**config.mk**
```make
export PLATFORM = sky130hd
export DESIGN_NAME = fft_frame_sequencer_flat
export DESIGN_NICKNAME = d
export VERILOG_FILES = /design/src/rtl/fft_frame_sequencer_if.sv /design/src/rtl/fft_frame_sequencer.sv /design/src/flat_wrapper.sv
export SDC_FILE = /design/constraint.sdc
export NUM_CORES = 1
export LEC_CHECK = 0
export BUFFER_PORTS_ARGS = -buffer_cell sky130_fd_sc_hd__buf_4
export CORE_MARGIN = 1.5
export CORE_UTILIZATION = 30
export CTS_CLUSTER_DIAMETER = 30
export DETAILED_ROUTE_END_ITERATION = 8
export RECOVER_POWER = 25
export SYNTH_ARGS = -nofsm -noshare
export SYNTH_HDL_FRONTEND = slang
export SYNTH_SLANG_ARGS = --single-unit
```
**constraint.sdc**
```tcl
create_clock -name i_clk -period 2.3 [get_ports i_clk]
set_input_delay 0.345 -clock i_clk [delete_from_list [all_inputs] [get_ports i_clk]]
set_output_delay 0.345 -clock i_clk [all_outputs]
set_load 0.1 [all_outputs]
```
**src/rtl/fft_frame_sequencer_if.sv**
```systemverilog
// Sample stream from upstream into the FFT frame sequencer.
// The upstream side drives valid/data, the sequencer answers with ready.
interface fft_frame_sequencer_if #(
    parameter int IWIDTH = 16
);
    logic                  s_valid;
    logic [2*IWIDTH-1:0]   s_data;
    logic                  s_ready;

    modport master (
        output s_valid,
        output s_data,
        input  s_ready
    );

    modport slave (
        input  s_valid,
        input  s_data,
        output s_ready
    );
endinterface

```
**src/rtl/fft_frame_sequencer.sv**
```systemverilog
// Frames a sample stream into N-point FFT frames; optional zero flush
// of the FFT pipeline on stop is enabled by FFT_SEQ_FLUSH_EN.
module fft_frame_sequencer #(
    parameter int IWIDTH       = 16,
    parameter int LGWIDTH      = 8,
    parameter int PIPE_LATENCY = 6
) (
    input  logic                i_clk,
    input  logic                i_reset,
    input  logic                i_start,
    input  logic                i_stop,
    fft_frame_sequencer_if.slave up,
    output logic                o_ce,
    output logic                o_sync,
    output logic [2*IWIDTH-1:0] o_data,
    input  logic                i_fft_sync,
    output logic [1:0]          o_state,
    output logic [15:0]         o_in_frames,
    output logic [15:0]         o_out_frames
);

    localparam int N = 1 << LGWIDTH;

    typedef enum logic [1:0] {
        ST_IDLE  = 2'd0,
`ifdef FFT_SEQ_FLUSH_EN
        ST_FLUSH = 2'd2,
`endif
        ST_RUN   = 2'd1
    } state_t;

    state_t               state, state_nx;
    logic [LGWIDTH-1:0]   idx, idx_nx;
    logic                 stop_pend, stop_pend_nx;
    logic                 ce_nx, sync_nx;
    logic [2*IWIDTH-1:0]  data_nx;
    logic                 hs, last, stop_now;

`ifdef FFT_SEQ_FLUSH_EN
    localparam int FLEN = N + PIPE_LATENCY;
    localparam int FW   = $clog2(FLEN + 1);
    logic [FW-1:0]        fcnt, fcnt_nx;
`endif

    assign up.s_ready = (state == ST_RUN);
    assign hs         = up.s_valid && up.s_ready;
    assign last       = (idx == LGWIDTH'(N - 1));
    assign stop_now   = i_stop || stop_pend;
    assign o_state    = state;

    always_comb begin
        state_nx     = state;
        idx_nx       = idx;
        stop_pend_nx = stop_pend;
        ce_nx        = 1'b0;
        sync_nx      = 1'b0;
        data_nx      = o_data;
`ifdef FFT_SEQ_FLUSH_EN
        fcnt_nx      = fcnt;
`endif
        unique case (state)
            ST_IDLE: begin
                if (i_start) begin
                    state_nx = ST_RUN;
                    idx_nx   = '0;
                end
            end
            ST_RUN: begin
                if (hs) begin
                    ce_nx   = 1'b1;
                    sync_nx = (idx == '0);
                    data_nx = up.s_data;
                    idx_nx  = idx + LGWIDTH'(1);
                end
                // Exit only on a frame boundary: after the last sample,
                // or right away when no frame has been started.
                if (stop_now && ((hs && last) || (!hs && idx == '0))) begin
                    stop_pend_nx = 1'b0;
`ifdef FFT_SEQ_FLUSH_EN
                    state_nx     = ST_FLUSH;
                    fcnt_nx      = '0;
`else
                    state_nx     = ST_IDLE;
`endif
                end else if (stop_now) begin
                    stop_pend_nx = 1'b1;
                end
            end
`ifdef FFT_SEQ_FLUSH_EN
            ST_FLUSH: begin
                // Zeros push the last real frame out of the FFT pipeline.
                ce_nx   = 1'b1;
                data_nx = '0;
                sync_nx = (fcnt[LGWIDTH-1:0] == '0);
                fcnt_nx = fcnt + FW'(1);
                if (fcnt == FW'(FLEN - 1)) begin
                    state_nx = ST_IDLE;
                end
            end
`endif
            default: begin
                state_nx = ST_IDLE;
            end
        endcase
    end

    always_ff @(posedge i_clk) begin
        if (i_reset) begin
            state        <= ST_IDLE;
            idx          <= '0;
            stop_pend    <= 1'b0;
            o_ce         <= 1'b0;
            o_sync       <= 1'b0;
            o_data       <= '0;
            o_in_frames  <= '0;
            o_out_frames <= '0;
`ifdef FFT_SEQ_FLUSH_EN
            fcnt         <= '0;
`endif
        end else begin
            state     <= state_nx;
            idx       <= idx_nx;
            stop_pend <= stop_pend_nx;
            o_ce      <= ce_nx;
            o_sync    <= sync_nx;
            o_data    <= data_nx;
`ifdef FFT_SEQ_FLUSH_EN
            fcnt      <= fcnt_nx;
`endif
            if (hs && last) begin
                o_in_frames <= o_in_frames + 16'd1;
            end
            if (i_fft_sync) begin
                o_out_frames <= o_out_frames + 16'd1;
            end
        end
    end

endmodule

```
**src/flat_wrapper.sv**
```systemverilog
// flat-port wrapper written by rule: the top's interface ports become plain ports
module fft_frame_sequencer_flat 
#(
    parameter int IWIDTH       = 16,
    parameter int LGWIDTH      = 8,
    parameter int PIPE_LATENCY = 6
)
  (i_clk, i_reset, i_start, i_stop, o_ce, o_sync, o_data, i_fft_sync, o_state, o_in_frames, o_out_frames, up_s_valid, up_s_data, up_s_ready);
  fft_frame_sequencer_if #(.IWIDTH(IWIDTH)) up_i ();
  input  logic i_clk;
  input  logic i_reset;
  input  logic i_start;
  input  logic i_stop;
  output logic o_ce;
  output logic o_sync;
  output logic [2*IWIDTH-1:0] o_data;
  input  logic i_fft_sync;
  output logic [1:0] o_state;
  output logic [15:0] o_in_frames;
  output logic [15:0] o_out_frames;
  input wire logic [$bits(up_i.s_valid)-1:0] up_s_valid;
  input wire logic [$bits(up_i.s_data)-1:0] up_s_data;
  output wire logic [$bits(up_i.s_ready)-1:0] up_s_ready;
  assign up_i.s_valid = up_s_valid;
  assign up_i.s_data = up_s_data;
  assign up_s_ready = up_i.s_ready;
  fft_frame_sequencer #(.IWIDTH(IWIDTH), .LGWIDTH(LGWIDTH), .PIPE_LATENCY(PIPE_LATENCY)) u_core (.i_clk(i_clk), .i_reset(i_reset), .i_start(i_start), .i_stop(i_stop), .up(up_i), .o_ce(o_ce), .o_sync(o_sync), .o_data(o_data), .i_fft_sync(i_fft_sync), .o_state(o_state), .o_in_frames(o_in_frames), .o_out_frames(o_out_frames));
endmodule
```
Word-level counts from Yosys, hierarchy flattened --
Cells that the tools add are included.
Storage, ports and cells: flip-flop bits (word level) 77, latch bits 0, memory bits (writable) 0, memory bits (read-only) 0, memories kept 0
Operators by class: add/sub/neg operators 3, $mul 0, div/mod/pow operators 0, $lt $le $gt $ge 0, equal/unequal tests 5, shift operators 0, mux-type cells 9, bitwise logic cells 2, reductions and logical operators 17
Operators with widths (number):
- $add 16x1->16 const B | 2
- $mux 8 | 2
- $pmux 8 s2 | 1
- $add 8x1->8 const B | 1
- $eq 8x8->1 const B | 1
- $logic_not 8->1 | 1
- $ne 2x2->1 const B | 3
- $reduce_and 2->1 | 3
- $logic_and 1x1->1 | 4
- $mux 2 | 2
- $pmux 2 s2 | 1
- $reduce_bool 2->1 | 2
- $mux 1 | 3
- $reduce_and 3->1 | 1
- $reduce_or 3->1 | 1
- $eq 2x1->1 const B | 1
- $logic_not 2->1 | 1
- $logic_or 1x1->1 | 2
- $not 1->1 | 2
- $reduce_or 2->1 | 1
- $logic_not 1->1 | 1

Logic depth before layout (Yosys ltp) --
depth in word-level cells 8, gate-level depth with buffers 7, depth with buffers taken out 6

Worst setup path after synthesis --
OpenSTA, ideal clock, no wires.
path type flip-flop to flip-flop, from reg u_core.state[0] (netlist: u_core.o_state[0]), to reg u_core.o_in_frames[11], arrival 2582 ps, data required time 2230 ps, path slack -352 ps, cell stages (with the launch flop) 6, path buffers 1, clock period less this slack 2652 ps, cells stage by stage dfxtp_1 -> nand4_1 -> or4_1 -> buf_2 -> or4_1 -> a21oi_1
Between the ends: cells in the longest elaborated chain, start to end 3
Ends and longest elaborated chain:
- from (decl) | RTL line fft_frame_sequencer.sv:32 | state_t state, state_nx;
- from (signal assigned) | RTL line fft_frame_sequencer.sv:121 | state <= state_nx;
- $eq 2x1->1 | RTL line fft_frame_sequencer.sv:45 | assign up.s_ready = (state == ST_RUN);
- $logic_and 1x1->1 | RTL line fft_frame_sequencer.sv:46 | assign hs = up.s_valid && up.s_ready;
- $logic_and 1x1->1 | RTL line fft_frame_sequencer.sv:130 | if (hs && last) begin
- to (signal assigned) | RTL line fft_frame_sequencer.sv:131 | o_in_frames <= o_in_frames + 16'd1;
- to (decl) | RTL line fft_frame_sequencer.sv:18 | output logic [15:0] o_in_frames,
Every way passes these cells. A chain may end at the register's enable or synchronous reset.

Worst setup path in the final report --
from reg u_core.idx[0], to reg u_core.o_in_frames[14]
Between the ends: cells in the longest elaborated chain, start to end 2
Ends and longest elaborated chain:
- from (decl) | RTL line fft_frame_sequencer.sv:33 | logic [LGWIDTH-1:0] idx, idx_nx;
- from (signal assigned) | RTL line fft_frame_sequencer.sv:122 | idx <= idx_nx;
- $eq 8x8->1 | RTL line fft_frame_sequencer.sv:47 | assign last = (idx == LGWIDTH'(N - 1));
- $logic_and 1x1->1 | RTL line fft_frame_sequencer.sv:130
Every way passes these cells.

==> tab_implementation.tex <==
\begin{tabular}{lr}
\hline
Metric & Value \\
\hline
\multicolumn{2}{l}{\textbf{Logic synthesis}} \\
Count of unique library cells instantiated by Yosys & 35 \\
Register area share after synthesis & 49.07\% \\
Synthesized area divided by synthesized cell count & 8.224 um\^{}2 \\
Area share of the largest cell type after synthesis & 49.07\% \\
Most frequent cell after synthesis & sky130\_fd\_sc\_hd\_\_nand2\_1 \\
Biggest area contributors in the synthesized netlist & sky130\_fd\_sc\_hd\_\_dfxtp\_1 (49\%), sky130\_fd\_sc\_hd\_\_nand2\_1 (9.6\%), sky130\_fd\_sc\_hd\_\_a21oi\_1 (8.4\%) \\
Top cells by count, synth & sky130\_fd\_sc\_hd\_\_nand2\_1 (79), sky130\_fd\_sc\_hd\_\_dfxtp\_1 (76), sky130\_fd\_sc\_hd\_\_a21oi\_1 (52) \\
Total standard cell area after synthesis & between 3000 and 4000 um\^{}2 \\
Syn. warnings & 0 \\
Async SR Flop Fraction & 0\% \\
Number of synthesized register bits & 76 \\
Net count after synthesis & 419 \\
Post-synthesis cell type with the largest combined area & sky130\_fd\_sc\_hd\_\_dfxtp\_1 \\
EDFF count, synth & 0 \\
Synthesized netlist cell count & approximately 380 \\
Most used flip-flop cell after synthesis & sky130\_fd\_sc\_hd\_\_dfxtp\_1 \\
\multicolumn{2}{l}{\textbf{Global route}} \\
Total track usage & about 14\% \\
Most congested layer reported by global routing & met2 \\
Number of antenna violations at the first check in global routing & 0 \\
Residual overflow from global routing & 0 \\
Vias in the first global route & $\sim$2,600 \\
Pin count of the biggest net entering global routing & 38 \\
Met1 demand-to-capacity share in global routing & 18.18\% \\
Met3 routing resource usage after global routing & 2.807\% \\
Wire length of the first global-routing pass & 12,500 um \\
Met2 capacity usage during global routing & 22.23\% \\
\multicolumn{2}{l}{\textbf{Power and ir drop}} \\
Switching power share of the total & about a quarter \\
Clk network pwr share & 42.8\% \\
VDD IR-drop max & 0.3451 mV \\
Reported leakage power & 1.559 nW \\
Internal power consumption & 0.002304 W \\
Power per unit of standard cell area & 749.1 nW/um\^{}2 \\
Switching pwr & 0.0008340 W \\
Seq pwr share & 43.5\% \\
Combinational share of power & 13.7\% \\
\multicolumn{2}{l}{\textbf{Timing}} \\
Final total negative setup slack & 0 ps \\
Final Max Tran Viols & 0 \\
Max-slew headroom & between 20\% and 30\% \\
Max frequency & around 470 MHz \\
RSZ-0062 raised after global routing & no \\
Actual slew at the worst max-slew pin & $\sim$1200 ps \\
Setup WS post-layout & between 150 and 200 ps \\
Endpoints failing hold & 0 \\
Final number of setup-violating endpoints & 0 \\
Hold Slack & 253.1 ps \\
Clock Skew & 14.15 ps \\
Share of the clock period used by the worst path & 92.89\% \\
Min Tclk post-route & 2137 ps \\
\multicolumn{2}{l}{\textbf{Final layout}} \\
Diodes inserted & 0 \\
\# nets final & 520 \\
Layout cells sized above 1 & 23.19\% \\
Count of non-filler cells in the finished layout & 616 \\
Filler Cell Count & 1,034 \\
Area growth syn-to-layout & 35.11\% \\
\multicolumn{2}{l}{\textbf{CTS}} \\
Hold-fix buffer count after cts & 0 \\
TritonCTS clock tree & yes \\
Largest buffer count on any clock path & 2 \\
Post-cts repair resize count & 0 \\
CTS buffer count & 9 \\
Worst-Skew Late Latency & between 300 and 400 ps \\
Sinks on the clock net & 76 \\
Clk Tree Root Cell & sky130\_fd\_sc\_hd\_\_clkbuf\_8 \\
Buffer count from post-CTS setup fixing & 0 \\
Clk pin slew, worst setup/hold paths & 80 ps \\
Depth of the CTS H-tree & 3 \\
\multicolumn{2}{l}{\textbf{Route}} \\
Routed length per instance & 12.51 um \\
Number of remaining DRC errors & 0 \\
Post-DR vias/cell & $\sim$4.7 \\
Number of optimization iterations in the first detailed-route pass & 4 \\
Residual antenna-violating net count after detailed routing & 0 \\
Drt total wl & 7704 um \\
Detailed Route Iter0 Violations & 145 \\
Via total after detailed routing & 2,872 \\
\multicolumn{2}{l}{\textbf{Worst setup path}} \\
Arrival time at the worst endpoint & about 2400 ps \\
Required time of the critical path & 2550 ps \\
CP Max Fanout & 16 \\
Critical path endpoint category & register \\
CP Launch Type & register \\
Critical setup path kind & register to register \\
\multicolumn{2}{l}{\textbf{Floorplanning}} \\
Die height & 104.7 um \\
Io pins & 107 \\
Placeable core region & 9910 um\^{}2 \\
Count of standard-cell rows & 36 \\
Total Die Area & between 10,000 and 15,000 um\^{}2 \\
X dimension of the die & 104.7 um \\
Starting utilization of the core area & roughly 31\% \\
\multicolumn{2}{l}{\textbf{Placement}} \\
GPL Wtd Cong & about 0.77 \\
Placed Instances & 600 \\
Post-placement worst setup slack & 166.0 ps \\
Number of buffers inserted by port buffering & 105 \\
Detailed Place HPWL & 5488 um \\
\multicolumn{2}{l}{\textbf{Flow run}} \\
Max-cap viol count & 0 \\
\multicolumn{2}{l}{\textbf{Min path}} \\
Tightest Hold Check Type & primary input to register \\
\multicolumn{2}{l}{\textbf{Outcome}} \\
Result of the run & completed \\
\hline
\end{tabular}
## routing by layer
| layer | vias to the layer above | wire (um) |
|---|---|---|
| met3 | 9 | 212 |
| met5 | - | 0 |
| met2 | 50 | 3550 |
| met1 | 1321 | 3794 |
| met4 | 0 | 147 |
| li1 | 1492 | - |
## critical path, stage by stage, from the launching register on
cell and delay [ps]:
sky130_fd_sc_hd__dfxtp_1 390, sky130_fd_sc_hd__ha_1 210, sky130_fd_sc_hd__nand3_2 90, sky130_fd_sc_hd__or4_1 520
sky130_fd_sc_hd__buf_4 200, sky130_fd_sc_hd__or4_1 500, sky130_fd_sc_hd__a21oi_1 160
## state kept, by name (all words and copies together), names as in the netlist
name,flops
u_core.idx,8
u_core.o_ce,1
u_core.o_data,32
u_core.o_in_frames,16
u_core.o_out_frames,16
u_core.o_state,1
u_core.o_sync,1
u_core.stop_pend,1
## stage by stage
step	power, W	cell area, um^2	utilization (%)
after global routing	0.003272	4189	42.27
final	0.003138	4189	42.27
after global placement	0.001845	4033	40.69
after CTS	0.003199	4298	43.37
after detailed placement	0.001849	4033	40.69
after floorplan	0.001723	3114	-
## cells in the final DEF, fill, tap and decap left out, types with 2 or more instances in the layout
master | synthesis | layout
sky130_fd_sc_hd__a211oi_1 | 2 | 2
sky130_fd_sc_hd__o21ai_0 | 9 | 9
sky130_fd_sc_hd__xnor2_1 | 14 | 14
sky130_fd_sc_hd__dfxtp_2 | 0 | 10
sky130_fd_sc_hd__and3_1 | 2 | 2
sky130_fd_sc_hd__nor3_1 | 6 | 6
sky130_fd_sc_hd__inv_1 | 7 | 7
sky130_fd_sc_hd__nand3_1 | 13 | 13
sky130_fd_sc_hd__buf_4 | 3 | 85
sky130_fd_sc_hd__a21oi_1 | 52 | 52
sky130_fd_sc_hd__clkbuf_8 | 0 | 10
sky130_fd_sc_hd__nand2_1 | 79 | 79
sky130_fd_sc_hd__nor3b_1 | 2 | 2
sky130_fd_sc_hd__nand4_1 | 7 | 7
sky130_fd_sc_hd__nor2_1 | 26 | 26
sky130_fd_sc_hd__xor2_1 | 6 | 6
sky130_fd_sc_hd__o211ai_1 | 2 | 2
sky130_fd_sc_hd__clkbuf_1 | 16 | 30
sky130_fd_sc_hd__o31ai_1 | 6 | 6
sky130_fd_sc_hd__mux2i_1 | 2 | 2
sky130_fd_sc_hd__or3_1 | 10 | 10
sky130_fd_sc_hd__nor4_1 | 9 | 9
sky130_fd_sc_hd__nand2b_1 | 2 | 2
sky130_fd_sc_hd__bufinv_16 | 0 | 4
sky130_fd_sc_hd__or4_1 | 8 | 8
sky130_fd_sc_hd__dfxtp_1 | 76 | 66
sky130_fd_sc_hd__ha_1 | 4 | 4
## final cells by class
| class | instances | area, um^2 | share of cell area (%) |
|---|---|---|---|
| clock inverters | 4 | 120.1 | 2.867 |
| clock buffers | 12 | 145.1 | 3.465 |
| repair buffers | 114 | 748.2 | 17.86 |
| flip-flops and latches | 76 | 1534 | 36.62 |
| multi-input cells | 270 | 1449 | 34.59 |
| inverters | 7 | 26.28 | 0.6272 |
| well taps | 133 | 166.4 | 3.973 |
## final timing paths
path                     startpoint  cells after the start                endpoint  slack [ps]
setup / recovery      u_core.idx[0]                      6  u_core.o_in_frames[14]         160
setup reg to reg      u_core.idx[0]                      6  u_core.o_in_frames[14]         160
hold reg to reg   u_core.o_data[29]                      2       u_core.o_data[29]         460
hold / removal        up_s_data[16]                      3       u_core.o_data[16]         250
## power groups by stage
| stage | logic (W) | registers (W) | clock network (W) |
|---|---|---|---|
| 2_1_floorplan | 0.000110 | 0.00161 | 0 |
| 3_3_place_gp | 0.000447 | 0.00140 | 0 |
| 3_5_place_dp | 0.000450 | 0.00140 | 0 |
| 4_1_cts | 0.000451 | 0.00137 | 0.00138 |
| 5_1_grt | 0.000454 | 0.00137 | 0.00145 |
| 6_report | 0.000430 | 0.00137 | 0.00134 |
## cell families after synthesis
kind of cell	Yosys count	share of synthesized area (%)
other	1	0.1209
flip-flops	76	49.07
adder cells (fa/ha/maj)	4	1.614
buffers and inverters	31	4.197
AO/OA/AOI/OAI	73	12.79
AND/OR/NAND/NOR	169	25.54
XOR/XNOR	20	5.650
multiplexers	3	1.009
Power figures use the tool's default switching activity.
